**config.mk**
```make
export PLATFORM = sky130hd
export DESIGN_NAME = button_pulse_conditioner
export DESIGN_NICKNAME = d
export VERILOG_FILES = /design/src/rtl/button_pulse_conditioner.sv
export SDC_FILE = /design/constraint.sdc
export NUM_CORES = 1
export LEC_CHECK = 0
export BUFFER_PORTS_ARGS = -buffer_cell sky130_fd_sc_hd__buf_4
export CAP_MARGIN = 40
export CORE_MARGIN = 2
export CORE_UTILIZATION = 50
export DETAILED_ROUTE_END_ITERATION = 12
export PLACE_DENSITY = 0.66
export SETUP_SLACK_MARGIN = 0.05
export SLEW_MARGIN = 5
export SYNTH_ARGS = -nofsm -noshare
export SYNTH_HDL_FRONTEND = slang
export SYNTH_SLANG_ARGS = --single-unit
```
**constraint.sdc**
```tcl
create_clock -name clk -period 2 [get_ports clk]
set_input_delay 0.6 -clock clk [delete_from_list [all_inputs] [get_ports clk]]
set_output_delay 0.6 -clock clk [all_outputs]
set_load 0.02 [all_outputs]
```
**src/rtl/button_pulse_conditioner.sv**
```systemverilog
// Synchronise, debounce and pulse-convert the up/down pushbuttons for the hex counter.
// Optional auto-repeat while a button is held: define AUTOREPEAT_EN.
module button_pulse_conditioner #(
  parameter int unsigned DEBOUNCE_CYCLES = 50000,
  parameter int unsigned REPEAT_DELAY    = 25000000,
  parameter int unsigned REPEAT_PERIOD   = 5000000
) (
  input  logic clk,
  input  logic reset,
  input  logic btn_inc_raw,
  input  logic btn_dec_raw,
  output logic inc_pulse,
  output logic dec_pulse,
  output logic inc_level,
  output logic dec_level
);

  localparam logic [1:0] ST_LOW       = 2'd0;
  localparam logic [1:0] ST_WAIT_HIGH = 2'd1;
  localparam logic [1:0] ST_HIGH      = 2'd2;
  localparam logic [1:0] ST_WAIT_LOW  = 2'd3;

  localparam int unsigned CW = $clog2(DEBOUNCE_CYCLES + 1);
  localparam logic [CW-1:0] CNT_ONE  = CW'(1);
  localparam logic [CW-1:0] CNT_LAST = CW'(DEBOUNCE_CYCLES - 1);
  localparam logic [CW-1:0] CNT_FULL = CW'(DEBOUNCE_CYCLES);

  if (DEBOUNCE_CYCLES < 2 || REPEAT_DELAY < 1 || REPEAT_PERIOD < 1) begin : g_bad_params
    $error("button_pulse_conditioner: illegal parameter value");
  end

  logic [1:0] raw;
  logic [1:0] ev;
  logic [1:0] level;

  assign raw = {btn_dec_raw, btn_inc_raw};

  for (genvar ch = 0; ch < 2; ch++) begin : g_chan
    logic [1:0]    sync_q;
    logic          synced;
    logic [1:0]    state_q, state_d;
    logic [CW-1:0] cnt_q, cnt_d;
    logic          level_q;
    logic          press;
    logic          rep;

    assign synced = sync_q[1];

    always_comb begin
      state_d = state_q;
      cnt_d   = cnt_q;
      press   = 1'b0;
      case (state_q)
        ST_LOW: begin
          if (synced) begin
            state_d = ST_WAIT_HIGH;
            cnt_d   = CNT_ONE;
          end
        end
        ST_WAIT_HIGH: begin
          if (!synced) begin
            state_d = ST_LOW;
            cnt_d   = '0;
          end else if (cnt_q == CNT_LAST) begin
            state_d = ST_HIGH;
            cnt_d   = CNT_FULL;
            press   = 1'b1;
          end else begin
            cnt_d = cnt_q + CNT_ONE;
          end
        end
        ST_HIGH: begin
          if (!synced) begin
            state_d = ST_WAIT_LOW;
            cnt_d   = CNT_ONE;
          end
        end
        default: begin
          if (synced) begin
            state_d = ST_HIGH;
            cnt_d   = '0;
          end else if (cnt_q == CNT_LAST) begin
            state_d = ST_LOW;
            cnt_d   = CNT_FULL;
          end else begin
            cnt_d = cnt_q + CNT_ONE;
          end
        end
      endcase
    end

`ifdef AUTOREPEAT_EN
    localparam int unsigned RMAX = (REPEAT_DELAY > REPEAT_PERIOD) ? REPEAT_DELAY : REPEAT_PERIOD;
    localparam int unsigned RW   = $clog2(RMAX + 1);
    localparam logic [RW-1:0] RPT_ONE         = RW'(1);
    localparam logic [RW-1:0] RPT_DELAY_LAST  = RW'(REPEAT_DELAY - 1);
    localparam logic [RW-1:0] RPT_PERIOD_LAST = RW'(REPEAT_PERIOD - 1);

    logic [RW-1:0] rpt_q, rpt_d;
    logic          again_q, again_d;

    // Counter only runs while the channel stays in ST_HIGH; any other state clears it.
    always_comb begin
      rpt_d   = '0;
      again_d = 1'b0;
      rep     = 1'b0;
      if (state_q == ST_HIGH && state_d == ST_HIGH) begin
        if (rpt_q == (again_q ? RPT_PERIOD_LAST : RPT_DELAY_LAST)) begin
          rep     = 1'b1;
          again_d = 1'b1;
        end else begin
          rpt_d   = rpt_q + RPT_ONE;
          again_d = again_q;
        end
      end
    end

    always_ff @(posedge clk or posedge reset) begin
      if (reset) begin
        rpt_q   <= '0;
        again_q <= 1'b0;
      end else begin
        rpt_q   <= rpt_d;
        again_q <= again_d;
      end
    end
`else
    assign rep = 1'b0;
`endif

    always_ff @(posedge clk or posedge reset) begin
      if (reset) begin
        sync_q  <= '0;
        state_q <= ST_LOW;
        cnt_q   <= '0;
        level_q <= 1'b0;
      end else begin
        sync_q  <= {sync_q[0], raw[ch]};
        state_q <= state_d;
        cnt_q   <= cnt_d;
        level_q <= (state_d == ST_HIGH) || (state_d == ST_WAIT_LOW);
      end
    end

    assign ev[ch]    = press | rep;
    assign level[ch] = level_q;
  end

  logic inc_pulse_q, inc_pulse_d;
  logic dec_pulse_q, dec_pulse_d;

  // Coincident inc/dec events cancel each other so the counter never sees both.
  assign inc_pulse_d = ev[0] & ~ev[1];
  assign dec_pulse_d = ev[1] & ~ev[0];

  always_ff @(posedge clk or posedge reset) begin
    if (reset) begin
      inc_pulse_q <= 1'b0;
      dec_pulse_q <= 1'b0;
    end else begin
      inc_pulse_q <= inc_pulse_d;
      dec_pulse_q <= dec_pulse_d;
    end
  end

  assign inc_pulse = inc_pulse_q;
  assign dec_pulse = dec_pulse_q;
  assign inc_level = level[0];
  assign dec_level = level[1];

endmodule

```
==> metrics.md <==
| Metric | Value |
|---|---|
| DR vias | 1977 |
| Max Cap Violations | 0 |
| WL final | 5.07 mm |
| Unrepaired setup endpoints after global routing | no |
| Die height | 71.7 um |
| Clk Latency, worst-skew pair | 0.29 ns |
| WHS | 0.352 ns |
| Largest net degree at the start of global routing | 43 |
| Worst slew pin tran | 0.523 ns |
| Hold Crit Class | register to register |
| EDFF count, synth | 0 |
| Post-synth ARST share | 100% |
| Static Leakage | 1.13 nW |
| Syn. warnings | 0 |
| Pwr Density | 587 nW/um^2 |
| CTS Sinks | 42 |
| Total global routing overflow | 0 |
| Core area | 4380 sq um |
| Initial antenna violation count | 0 |
| Final HPWL DP | 3.52 mm |
| Final #Nets | 272 |
| Cell count after synthesis | 234 |
| Final hold viol count | 0 |
| Pins Over Slew Limit | 0 |
| Slew headroom | 64.8% |
| Detailed Route Iter0 Violations | 232 |
| Syn avg cell area | 9.79 sq um |
| FP Rows | 24 |
| ANT nets after route | 0 |
| CP delay by family, top | simple AND/OR/NAND/NOR gates |
| Commonest non-fill, non-tap cell in the layout | dfrtp_1 |
| Setup TNS | 0 ns |
| Filler cells | 366 |
| Critical Path RT | 2.24 ns |
| Slowest stage cell, crit path | or4_4 |
| DR WL/cell | 15.9 um |
| CP Capture Type | register |
| Starting density of the core | 52.3% |
| Max Clock Freq | 0.533 GHz |
| Htree depth | 2 |
| Vias per cell | 6.22 |
| Clock slew at reported path FFs | 0.08 ns |
| Cell area after synthesis | 2290 sq um |
| Sequential fraction of the synthesis area | 45.9% |
| Buf/Inv on CP | 0 |
| Layout area overhead | 15.6% |
| Die X | 71.7 um |
| Dominant register cell in the synthesized netlist | dfrtp_1 |
| First-pass DRT Iterations | 5 |
| CTS tree | built |
| DR DRC count | 0 |
| Mapped Nets | 240 |
| Final worst path period share | 93.8% |
| Global-route wire length before repair | 8.83 mm |
| Critical Path AT | 2.11 ns |
| Share of cells above drive strength 1 | 19.9% |
| Root Driver | clkbuf_8 |
| Netlist cell types | 48 |
| Final setup viols | 0 |
| Flops & latches, synth | 42 |
| Boundary Pins | 8 |
| Crit-path max FO | 4 |
| Worst setup SP type | register |
| Vias in the first global route | 1845 |
| Critical path type | register to register |
| Clock Path Buffers | 2 |
| CP Cell Sequence | ha_2, nand3_2, or4_4, or4_1, nand3_1 |
| Final worst path period need | 1.88 ns |
| Antenna Diode Count | 0 |
| Clock Skew | 0.00777 ns |
| IO Port Bufs | 7 |
| DIE AREA | 5140 sq um |
| Most frequent cells in the layout | dfrtp_1 (42), buf_4 (36), nand3_1 (17) |
| TritonCTS Buffers | 5 |
| Register area | 1050 sq um |
| Peak VDD IR | 367 uV |
| Total track usage | 21.9% |
| Area of the multi-input gates | 1140 sq um |
| Worst path max stage delay | 0.57 ns |
| RePlAce Congestion | 0.881 |
| Status | finished, final reports clean |
## cell families after synthesis
kind of cell	after synthesis	share of synthesized area, %
simple gates	97	26.4
compound gates	64	19.2
xor+xnor	5	1.91
buf+inv	22	4.53
flops	42	45.9
fa+ha+maj	2	1.09
mux	2	0.983
## power by group
part	leakage (nW)	total, mW	internal, mW	switching (mW)
Sequential	0.566	0.889	0.870	0.0195
Combinational	0.525	0.143	0.0626	0.0801
Clock	0.0383	0.521	0.241	0.280
## routing by layer
metal  global-route usage (%)  routed length, um
met1                     34.2               2540
met3                     4.78                359
met5                        0                  0
met4                     7.76                 80
met2                     29.9               2080
## registers in the layout, indices dropped and copies added, names as in the netlist
name and count:
dec_pulse 1, g_chan.sync_q 4, inc_pulse 1, g_chan.cnt_q 32, dec_level 1, g_chan.state_q 3
## worst paths after layout
kind	endpoint	slack, ns	startpoint	depth (start not counted)
worst min register to register	g_chan[1].sync_q[1]	0.35	g_chan[1].sync_q[0]	0
max in group asynchronous	g_chan[0].cnt_q[13]	1.21	reset	3
worst max register to register	g_chan[0].cnt_q[14]	0.12	g_chan[0].cnt_q[1]	5
worst max-delay path	g_chan[0].cnt_q[14]	0.12	g_chan[0].cnt_q[1]	5
worst min-delay path	g_chan[1].sync_q[1]	0.35	g_chan[1].sync_q[0]	0
min in group asynchronous	g_chan[0].sync_q[0]	0.43	reset	3
## area by class of cell
cell class / count / area share, %
Inverter: 11 / 1.56
Sequential cell: 42 / 39.7
Timing Repair Buffer: 36 / 10.2
Multi-Input combinational cell: 170 / 43.2
Clock buffer: 7 / 2.88
Tap cell: 52 / 2.46
## per-stage QoR
stage / setup WS (ns) / cells / util (%) / cell area, sq um / power, mW
after floorplan: 0.117 / 234 / - / 2290 / 0.990
after global placement: 0.0947 / 309 / 58.1 / 2550 / 1.04
after detailed placement: 0.0615 / 309 / 58.1 / 2550 / 1.04
after CTS: 0.0526 / 316 / 59.9 / 2630 / 1.57
after global routing: 0.0572 / 318 / 60.4 / 2650 / 1.62
final: 0.125 / 318 / 60.4 / 2650 / 1.55
## synth_stat cells, drive strengths merged (2+ instances only)
cell type | instances | area, sq um
or4 | 12 | 97.6
dfrtp | 42 | 1050
nand4 | 5 | 31.3
a21oi | 4 | 20.0
or2 | 2 | 12.5
clkbuf | 8 | 41.3
o2bb2ai | 2 | 17.5
xor2 | 4 | 35.0
buf | 3 | 21.3
nand3b | 2 | 15.0
and3 | 6 | 37.5
nor3b | 2 | 15.0
a41oi | 2 | 17.5
a31oi | 14 | 87.6
a21o | 4 | 30.0
nand3 | 18 | 95.1
nand4b | 5 | 43.8
a22oi | 5 | 37.5
o211ai | 5 | 37.5
o311a | 2 | 20.0
o21ai | 14 | 70.1
ha | 2 | 25.0
and2 | 5 | 31.3
nor4b | 2 | 17.5
inv | 11 | 41.3
nor2 | 9 | 33.8
nor4 | 4 | 40.0
o21a | 2 | 15.0
a22o | 5 | 43.8
nor3 | 3 | 15.0
nor4bb | 2 | 20.0
or3 | 4 | 25.0
nand2 | 14 | 52.6
mux2 | 2 | 22.5
## what timing repair did
item,CTS,global route
buffers inserted,0,2
hold buffers,0,0
resized for setup,0,3
endpoints found under the setup margin,0,17
No activity file was read; power rests on OpenSTA's default activity.
